`src/rtl/avg_pool_sched.sv`:
```
// Round-robin scheduler that shares one average-pool datapath between NUM_REQ requesters.
// Optional perf counters (perf_windows, perf_stall) are built when AVG_POOL_SCHED_PERF_EN is defined.
module avg_pool_sched #(
    parameter int NUM_REQ  = 4,
    parameter int DATA_W   = 32,
    parameter int OUT_W    = 8,
    parameter int WIN      = 4,
    parameter int POOL_LAT = 5,
    localparam int ID_W    = $clog2(NUM_REQ)
) (
    input  logic                      clk,
    input  logic                      rst,
    input  logic [NUM_REQ-1:0]        req_valid,
    input  logic [NUM_REQ*DATA_W-1:0] req_data,
    output logic [NUM_REQ-1:0]        req_ready,
    output logic                      pool_clr,
    output logic                      pool_enable,
    output logic [DATA_W-1:0]         pool_data,
    input  logic [OUT_W-1:0]          pool_avg,
    output logic                      res_valid,
    output logic [ID_W-1:0]           res_id,
    output logic [OUT_W-1:0]          res_data,
    input  logic                      res_ready
`ifdef AVG_POOL_SCHED_PERF_EN
    ,
    output logic [15:0]               perf_windows,
    output logic [15:0]               perf_stall
`endif
);

    localparam int SCNT_W = $clog2(WIN + 1);
    localparam int LCNT_W = $clog2(POOL_LAT + 1);

    typedef enum logic [1:0] {IDLE, FEED, DRAIN, RESP} state_t;

    state_t              state;
    logic [ID_W-1:0]     grant;
    logic [ID_W-1:0]     rr_ptr;
    logic [ID_W-1:0]     pick;
    logic [SCNT_W-1:0]   scnt;
    logic [LCNT_W-1:0]   lcnt;
    logic                hs;
    logic [DATA_W-1:0]   sample;

    function automatic logic [ID_W-1:0] wrap_add(input logic [ID_W-1:0] base, input int k);
        int s;
        s = int'(base) + k;
        if (s >= NUM_REQ) s = s - NUM_REQ;
        return ID_W'(s);
    endfunction

    // Descending scan so the lowest offset from rr_ptr wins.
    always_comb begin
        pick = rr_ptr;
        for (int k = NUM_REQ - 1; k >= 0; k--) begin
            if (req_valid[wrap_add(rr_ptr, k)]) pick = wrap_add(rr_ptr, k);
        end
    end

    always_comb begin
        req_ready = '0;
        if (state == FEED) req_ready[grant] = 1'b1;
    end

    assign hs     = (state == FEED) && req_valid[grant];
    assign sample = req_data[grant*DATA_W +: DATA_W];

    always_ff @(posedge clk) begin
        if (rst) begin
            state       <= IDLE;
            grant       <= '0;
            rr_ptr      <= '0;
            scnt        <= '0;
            lcnt        <= '0;
            res_valid   <= 1'b0;
            res_id      <= '0;
            res_data    <= '0;
            pool_enable <= 1'b0;
            pool_data   <= '0;
            pool_clr    <= 1'b1;
        end else begin
            pool_clr    <= 1'b0;
            pool_enable <= 1'b0;
            case (state)
                IDLE: begin
                    if (|req_valid) begin
                        grant    <= pick;
                        pool_clr <= 1'b1;
                        scnt     <= '0;
                        state    <= FEED;
                    end
                end
                FEED: begin
                    if (hs) begin
                        pool_enable <= 1'b1;
                        pool_data   <= sample;
                        scnt        <= scnt + 1'b1;
                        if (scnt == SCNT_W'(WIN - 1)) begin
                            lcnt  <= '0;
                            state <= DRAIN;
                        end
                    end
                end
                DRAIN: begin
                    lcnt <= lcnt + 1'b1;
                    if (lcnt == LCNT_W'(POOL_LAT - 1)) begin
                        res_data  <= pool_avg;
                        res_id    <= grant;
                        res_valid <= 1'b1;
                        state     <= RESP;
                    end
                end
                RESP: begin
                    if (res_ready) begin
                        res_valid <= 1'b0;
                        rr_ptr    <= wrap_add(grant, 1);
                        state     <= IDLE;
                    end
                end
                default: state <= IDLE;
            endcase
        end
    end

`ifdef AVG_POOL_SCHED_PERF_EN
    logic stall_now;

    always_comb begin
        stall_now = 1'b0;
        for (int i = 0; i < NUM_REQ; i++) begin
            if (req_valid[i] && (ID_W'(i) != grant) && (state != IDLE)) stall_now = 1'b1;
        end
    end

    always_ff @(posedge clk) begin
        if (rst) begin
            perf_windows <= '0;
            perf_stall   <= '0;
        end else begin
            if (state == RESP && res_ready && perf_windows != 16'hFFFF)
                perf_windows <= perf_windows + 16'd1;
            if (stall_now && perf_stall != 16'hFFFF)
                perf_stall <= perf_stall + 16'd1;
        end
    end
`endif

endmodule

```
`config.mk`:
```
export PLATFORM = sky130hd
export DESIGN_NAME = avg_pool_sched
export DESIGN_NICKNAME = d
export VERILOG_FILES = /design/src/rtl/avg_pool_sched.sv
export SDC_FILE = /design/constraint.sdc
export NUM_CORES = 1
export LEC_CHECK = 0
export ABC_CLOCK_PERIOD_IN_PS = 5000
export CAP_MARGIN = 20
export CORE_MARGIN = 5
export CORE_UTILIZATION = 41
export DETAILED_ROUTE_END_ITERATION = 8
export GPL_ROUTABILITY_DRIVEN = 0
export GPL_TIMING_DRIVEN = 1
export MAX_ROUTING_LAYER = met4
export PLACE_DENSITY = 0.87
export SLEW_MARGIN = 20
export SYNTH_ARGS = -nofsm -noshare
export SYNTH_HDL_FRONTEND = slang
export SYNTH_SLANG_ARGS = --single-unit
export TNS_END_PERCENT = 1
```
`constraint.sdc`:
```
create_clock -name clk -period 5 [get_ports clk]
set_clock_uncertainty 0.05 [all_clocks]
set_input_delay 0.5 -clock clk [delete_from_list [all_inputs] [get_ports clk]]
set_output_delay 0.5 -clock clk [all_outputs]
set_load 0.02 [all_outputs]
```
; ---- After elaboration in Yosys (flattened, before gate mapping)
; Index checks and enable logic that the tools add are counted.
[classes]
muxes = 40
shift = 1
add_sub_neg = 11
bitwise_logic = 1
n_eq_ne = 10
n_reduce_logical = 16
order_cmp = 11
[op_table]
columns = op, n
row1 = $shiftx A128 B8 Y32, 1
row2 = $mux W2, 14
row3 = $lt A2 B3 Y1 const B, 5
row4 = $ge A3 B3 Y1 const B, 4
row5 = $mux W3, 4
row6 = $pmux W3 S2, 2
row7 = $mux W1, 11
row8 = $bmux W1 S2, 5
row9 = $sub A2 B1 Y2 const B, 5
row10 = $reduce_and A3 Y1, 3
row11 = $ne A2 B2 Y1 const B, 4
row12 = $pmux W2 S4, 1
row13 = $reduce_and A2 Y1, 4
row14 = $add A2 B1 Y3 const B, 2
row15 = $add A2 B2 Y3 const B, 2
row16 = $add A3 B1 Y3 const B, 2
row17 = $reduce_bool A2 Y1, 3
row18 = $reduce_and A5 Y1, 1
row19 = $eq A2 B2 Y1 const B, 2
row20 = $mux W4, 1
row21 = $reduce_or A4 Y1, 1
row22 = $eq A3 B2 Y1 const B, 1
row23 = $eq A3 B3 Y1 const B, 1
row24 = $ge A2 B3 Y1 const B, 1
row25 = 9 further kinds, 10
[totals]
wordCells = 101
ff_bits = 57
out_inout_bits = 49

; ---- Depth between registers and ports, before layout
; Gate-level depths: netlist of the first run.
[depth]
ltp_word = 9
mapped_depth = 8
ltp_nobuf = 6

; ---- Least setup slack after synthesis of the first run
; Ideal clock, no wire load.
[synth_timing]
path_type = register to output
from = register grant[0]
to = output port req_ready[0]
path_stages_with_launch = 6
path_slack_ps = 3132
required_time_ps = 4450
path_buffers = 2
t_arrival_ps = 1318
path_cell_list = dfxtp_1 buf_2 buf_2 inv_1 ha_1 and2_1
[synth_between]
elab_chain_cells = 5
word_cells_on_any_way = 6
[synth_lines]
columns = item, line_no
row1 = from (decl), 37  ; logic [ID_W-1:0] grant;
row2 = from (signal assigned), 87  ; grant <= pick;
row3 = $lt A2 B3 Y1 (implied by the code) / $ge A2 B1 Y1 (equally long branches), 62  ; if (state == FEED) req_ready[grant] = 1'b1;
row4 = $logic_and A1 B1 Y1 (implied by the code), 62
row5 = $mux W1 (implied by the code), 62
row6 = $demux W1 S2 *, 62
row7 = $mux W4 *, 62
row8 = to (decl), 15  ; output logic [NUM_REQ-1:0] req_ready,
; Every way passes the cells marked *; elsewhere a longest branch is shown, timed or not.

; ---- Worst setup path after layout of the first run
[layout_timing]
from = register grant[1]
to = output port req_ready[1]
; Same word-level chain as after synthesis.

==> results.ini, run 1 <==
[die]
core_area_um2=7650
die_h_um=98.1
fp.dieW_um=98.1
start_util=0.416
die_area_um2=9630
io_pins=192
rows=32

[global_route]
grt_max_degree=59
antenna_found_initial=0
grt_overflow=0
grt_pass1_vias=3367
grt_usage=0.221
grt_pass1_wl_um=16600

[synthesis]
yosysSeqAreaShare=0.358
yosys_warnings=0
ys_types=39
synth_area_um2=3180
synth_ff_type=dfxtp_1
yosys-top-cells-area=dfxtp_1, mux4_2, nand2_1, a21oi_1, ha_1
synth_top_cell_area_share=0.358
synth_edf_count=0
synth-seq-cells=57
yosysTopAreaCell=dfxtp_1
syn_inst=332
async_flop_share=0
syn-num-nets=487
syn-mean-instance-area_um2=9.59

[power_and_ir_drop]
ir_drop_mv=0.184
intPower_uw=1160
p_switching_uw=588
combPwrFrac=0.408
clkPwrFrac=0.261
leakage_uw=0.00181
power_density_nw_per_um2=329
p_seq_frac=0.330
switching_share=0.337

[worst_setup_path]
cp_data_arrival_time_ps=2360
cp-endpoint=req_ready[1]
start_kind=register
max_stage_delay_ps=960
reg2reg_depth=4
endpoint_kind=output port
cpLargestDelayFamily=flip-flops
r2r_setup_slack_ps=2400
cp_num_cells=4
critPathBufInv=2
worstReg2RegStart=grant[1]$_SDFFE_PP0P_
cp_max_fo=38
cp_slowest_cell=dfxtp_2
crit_chain=inv_1 > ha_1 > and2_1 > clkdlybuf4s50_1
cp.required_ps=4450
startpoint=grant[1]$_SDFFE_PP0P_
path_class=register to output port
r2r_end=pool_data[20]$_SDFFE_PP0P_

[drt]
wl_per_cell_um=17.2
drt-pass1-iter-count=4
via_count=3242
antenna_left=0
via_per_inst=5.25
drt_iter0_markers=118
drc=0
wl_um=10600

[clock_tree]
hold_buffers=0
cts.path.max_buffers=2
numClockSinks=57
cts_buffers=9
cts_setup_buffers=0
clk-insertion-delay-late_ps=330
cts_max_level=3
cts_resized=0
cts_tree=yes
clkTransAtPathRegs_ps=70
cts-root-buf=clkbuf_8

[timing]
rsz0062_at_grt=false
hold_violations=0
maxSlewHeadroom=0.318
tightest_slew_ps=1010
drv_slew=0
fin_crit_sh=0.583
tns_ps=0
max_freq_mhz=343
holdWs_ps=405
fin_crit_ps=2910
finalSetupViolations=0

[layout]
drive_above_1_share=0.113
area_growth_syn_to_layout_pct=66.1
antenna_cells=0
final_nets=665

[placement]
portBuffers=191
dp_hpwl_um=8150

[min_path]
hold_path_class=register to register

[run]
cap_viol_max_count=0

[outcome]
status=finished clean

-- cell usage after synthesis (all sizes together) (3+ instances only) --
| master | instances |
|---|---|
| nand3b | 3 |
| nand2 | 94 |
| o21ai | 5 |
| nor2 | 4 |
| clkbuf | 9 |
| ha | 12 |
| nand2b | 3 |
| mux4 | 33 |
| dfxtp | 57 |
| and2 | 5 |
| a21oi | 54 |
| buf | 16 |
| inv | 12 |
-- per-stage QoR --
stage | worst slack, ps | power (uW) | cell area (um^2) | util | cells
2_1_floorplan | 3130 | 1020 | 3180 | - | 332
3_3_place_gp | 2200 | 1270 | 5070 | 0.663 | 601
3_5_place_dp | 2050 | 1300 | 5070 | 0.663 | 601
4_1_cts | 2030 | 1760 | 5290 | 0.692 | 617
5_1_grt | 1930 | 1840 | 5290 | 0.692 | 617
6_report | 2090 | 1740 | 5290 | 0.692 | 617
-- worst reg2reg max path, delay by kind of cell (launching register included) --
kind / cells / cell delay, ps
AOI/OAI and AO/OA: 1 / 180
DFF: 1 / 960
and+or+nand+nor: 2 / 650
muxes: 1 / 680
-- layout make-up --
class | count | area, um^2
sequential | 57 | 1140
fill | 599 | 2360
timing repair buffer | 192 | 1910
tap | 102 | 128
inverter | 12 | 45.0
clock buffer | 12 | 165
clock inverter | 4 | 50.0
multi-input combinational | 238 | 1840
-- cells in the final DEF, fill, tap and decap left out, drive strengths merged, types with 2 or more instances in the layout --
cell,instances
a21oi,54
and2,5
buf,2
clkbuf,12
clkdlybuf4s50,190
clkinvlp,2
dfxtp,57
ha,12
inv,12
mux2i,2
mux4,33
nand2,94
nand2b,3
nand3,2
nand3b,3
nor2,4
o21ai,5
o41ai,2
or3,2
-- power by group through the flow --
| stage | clock (uW) | sequential, uW | combinational [uW] |
|---|---|---|---|
| 2_1_floorplan | 0 | 614 | 406 |
| 3_3_place_gp | 0 | 582 | 692 |
| 3_5_place_dp | 0 | 587 | 716 |
| 4_1_cts | 465 | 577 | 719 |
| 5_1_grt | 489 | 586 | 768 |
| 6_report | 456 | 575 | 712 |
-- how the worst min path moves through the flow --
stage / endpoint / start / cells past startpoint
after floorplan: scnt[1]$_SDFFE_PP0P_ / scnt[1]$_SDFFE_PP0P_ / 2
after global placement: pool_data[15]$_SDFFE_PP0P_ / pool_data[15]$_SDFFE_PP0P_ / 2
after detailed placement: pool_data[3]$_SDFFE_PP0P_ / pool_data[3]$_SDFFE_PP0P_ / 2
after CTS: pool_data[12]$_SDFFE_PP0P_ / pool_data[12]$_SDFFE_PP0P_ / 2
after global routing: pool_data[12]$_SDFFE_PP0P_ / pool_data[12]$_SDFFE_PP0P_ / 2
final: pool_data[3]$_SDFFE_PP0P_ / pool_data[3]$_SDFFE_PP0P_ / 2
-- registers in the layout, summed over array words and instances, names as in the netlist --
register     cells
res_valid        1
rr_ptr           2
pool_clr         1
scnt             3
res_id           2
lcnt             3
state            2
pool_data       32
pool_enable      1
grant            2
res_data         8
-- logic make-up after synthesis --
kind of cell / after synthesis / share of synthesized area
muxes: 35 / 0.240
and+or+nand+nor: 120 / 0.163
AOI/OAI and AO/OA: 71 / 0.129
buffers and inverters: 37 / 0.0629
adders and majority gates: 12 / 0.0472
DFF: 57 / 0.358
-- layer usage --
metal / GRT usage / vias to the layer above / share of wire / routed length (um)
met3: 0.0621 / 29 / 0.084 / 896
li1: - / 1536 / - / -
met5: - / - / 0 / 0
met1: 0.246 / 1515 / 0.38 / 4040
met4: 0.0851 / 0 / 0.028 / 295
met2: 0.375 / 162 / 0.51 / 5400
Power figures use the tool's default switching activity.
==> inputs of run 2 (changes only) <==
Settings changed: ABC_CLOCK_PERIOD_IN_PS 5000 to 2700, CORE_UTILIZATION 41 to 38, PLACE_DENSITY 0.87 to 0.82.
Clock period 5 ns to 2.7 ns, I/O delays scaled along.
==> run 2 against run 1 <==
Worst hold slack lost 1.3 ps. Worst setup slack lost 1700 ps. Combinational power grew 95%. Largest power group unchanged. Via count shrank 1.4%. Wire length shrank 3.8%.
==> results.ini, run 2 (synthesis results as in run 1) <==
[power_and_ir_drop]
fin_total_pwr_uw=3110
switching_share=0.344
ir_drop_mv=0.259
power_density_nw_per_um2=585
clkPwrFrac=0.219
intPower_uw=2040
p_seq_frac=0.336
leakage_uw=0.00184
p_switching_uw=1070
combPwrFrac=0.446

[global_route]
grt_overflow=0
antenna_found_initial=0
grt_max_degree=41
grt_usage=0.192
grt_pass1_wl_um=15100
grt_pass1_vias=3181

[layout]
utilization=0.651
final_nets=673
drive_above_1_share=0.122
largestRegisters=pool_data (32), res_data (8)
antenna_cells=0
largest_reg_flops=32
area_growth_syn_to_layout_pct=67.2
mostFrequentLayoutCells=clkdlybuf4s50_1, nand2_1, dfxtp_1
final_common_cell=clkdlybuf4s50_1
regMostFlops=pool_data
fillerInstances=680

[drt]
via_per_inst=5.09
wl_per_cell_um=16.3
via_count=3198
drt-pass1-iter-count=4
antenna_left=0
wl_um=10200
drt_iter0_markers=107
drc=0

[timing]
tns_ps=0
tightest_slew_ps=720
rsz0062_at_grt=false
fin_crit_ps=2340
finalSetupViolations=0
fin_crit_sh=0.866
hold_violations=0
drv_slew=0
max_freq_mhz=428
maxSlewHeadroom=0.520

[worst_setup_path]
cp_max_fo=18
endpoint_kind=output port
cp_data_arrival_time_ps=2020
path_class=register to output port
cp.required_ps=2380
start_kind=register

[die]
die_h_um=102
core_area_um2=8180
die_area_um2=10300
io_pins=192
rows=33
fp.dieW_um=102
start_util=0.390

[clock_tree]
cts-root-buf=clkbuf_8
cts_max_level=3
hold_buffers=0
clk-insertion-delay-late_ps=320
cts_buffers=9
cts_tree=yes
cts.path.max_buffers=2
clkTransAtPathRegs_ps=70
cts_resized=0
cts_setup_buffers=0
numClockSinks=57

[placement]
dp_hpwl_um=8400
portBuffers=191

[outcome]
status=finished clean

[run]
cap_viol_max_count=0

[min_path]
hold_path_class=register to register

[run 2: path summary, 6_finish.rpt]
check | depth (start not counted) | slack [ps] | start | endpoint
worst min register to register | 2 | 400 | pool_data[5]$_SDFFE_PP0P_ | pool_data[5]$_SDFFE_PP0P_
worst max-delay path | 4 | 360 | grant[0]$_SDFFE_PP0P_ | req_ready[2]
worst min-delay path | 2 | 400 | pool_data[5]$_SDFFE_PP0P_ | pool_data[5]$_SDFFE_PP0P_
worst max register to register | 5 | 720 | grant[0]$_SDFFE_PP0P_ | pool_data[12]$_SDFFE_PP0P_
[run 2: metal layers]
metal | track usage | routed length, um
met4 | 0.0562 | 141
met5 | - | 0
met2 | 0.349 | 5360
met3 | 0.0448 | 927
met1 | 0.208 | 3800
[run 2: layout make-up]
class | count | area, um^2 | area share
Timing Repair Buffer | 200 | 1990 | 0.373
Sequential cell | 57 | 1140 | 0.215
Clock inverter | 5 | 31.3 | 0.00588
Inverter | 12 | 45.0 | 0.00846
Tap cell | 105 | 131 | 0.0247
Multi-Input combinational cell | 238 | 1840 | 0.346
Clock buffer | 11 | 141 | 0.0266
[run 2: worst max-delay path: stages, from the launching register on]
cell,delay [ps]
dfxtp_2,680
inv_1,130
ha_1,210
and2_1,130
clkdlybuf4s50_1,540
[run 2: stage by stage]
step / instances / worst slack [ps] / cell area [um^2] / hold WS [ps]
after global routing: 628 / 192 / 5320 / 424
after floorplan: 332 / 948 / 3180 / 317
after CTS: 628 / 296 / 5320 / 407
after detailed placement: 612 / 471 / 5150 / 397
after global placement: 612 / 552 / 5150 / 391
final: 628 / 362 / 5320 / 404
[run 2: power groups by stage]
stage	combinational [uW]	clock (uW)	sequential (uW)
floorplan	753	0	1140
global placement	1350	0	1060
detailed placement	1390	0	1070
CTS	1410	700	1050
global route	1500	743	1070
finish	1390	680	1040
==> inputs of run 3 (changes only) <==
Settings changed: CTS_CLUSTER_DIAMETER set to 150.
==> results of run 3 <==
Same layout as run 2: the final DEF is identical, and so are final timing and power.
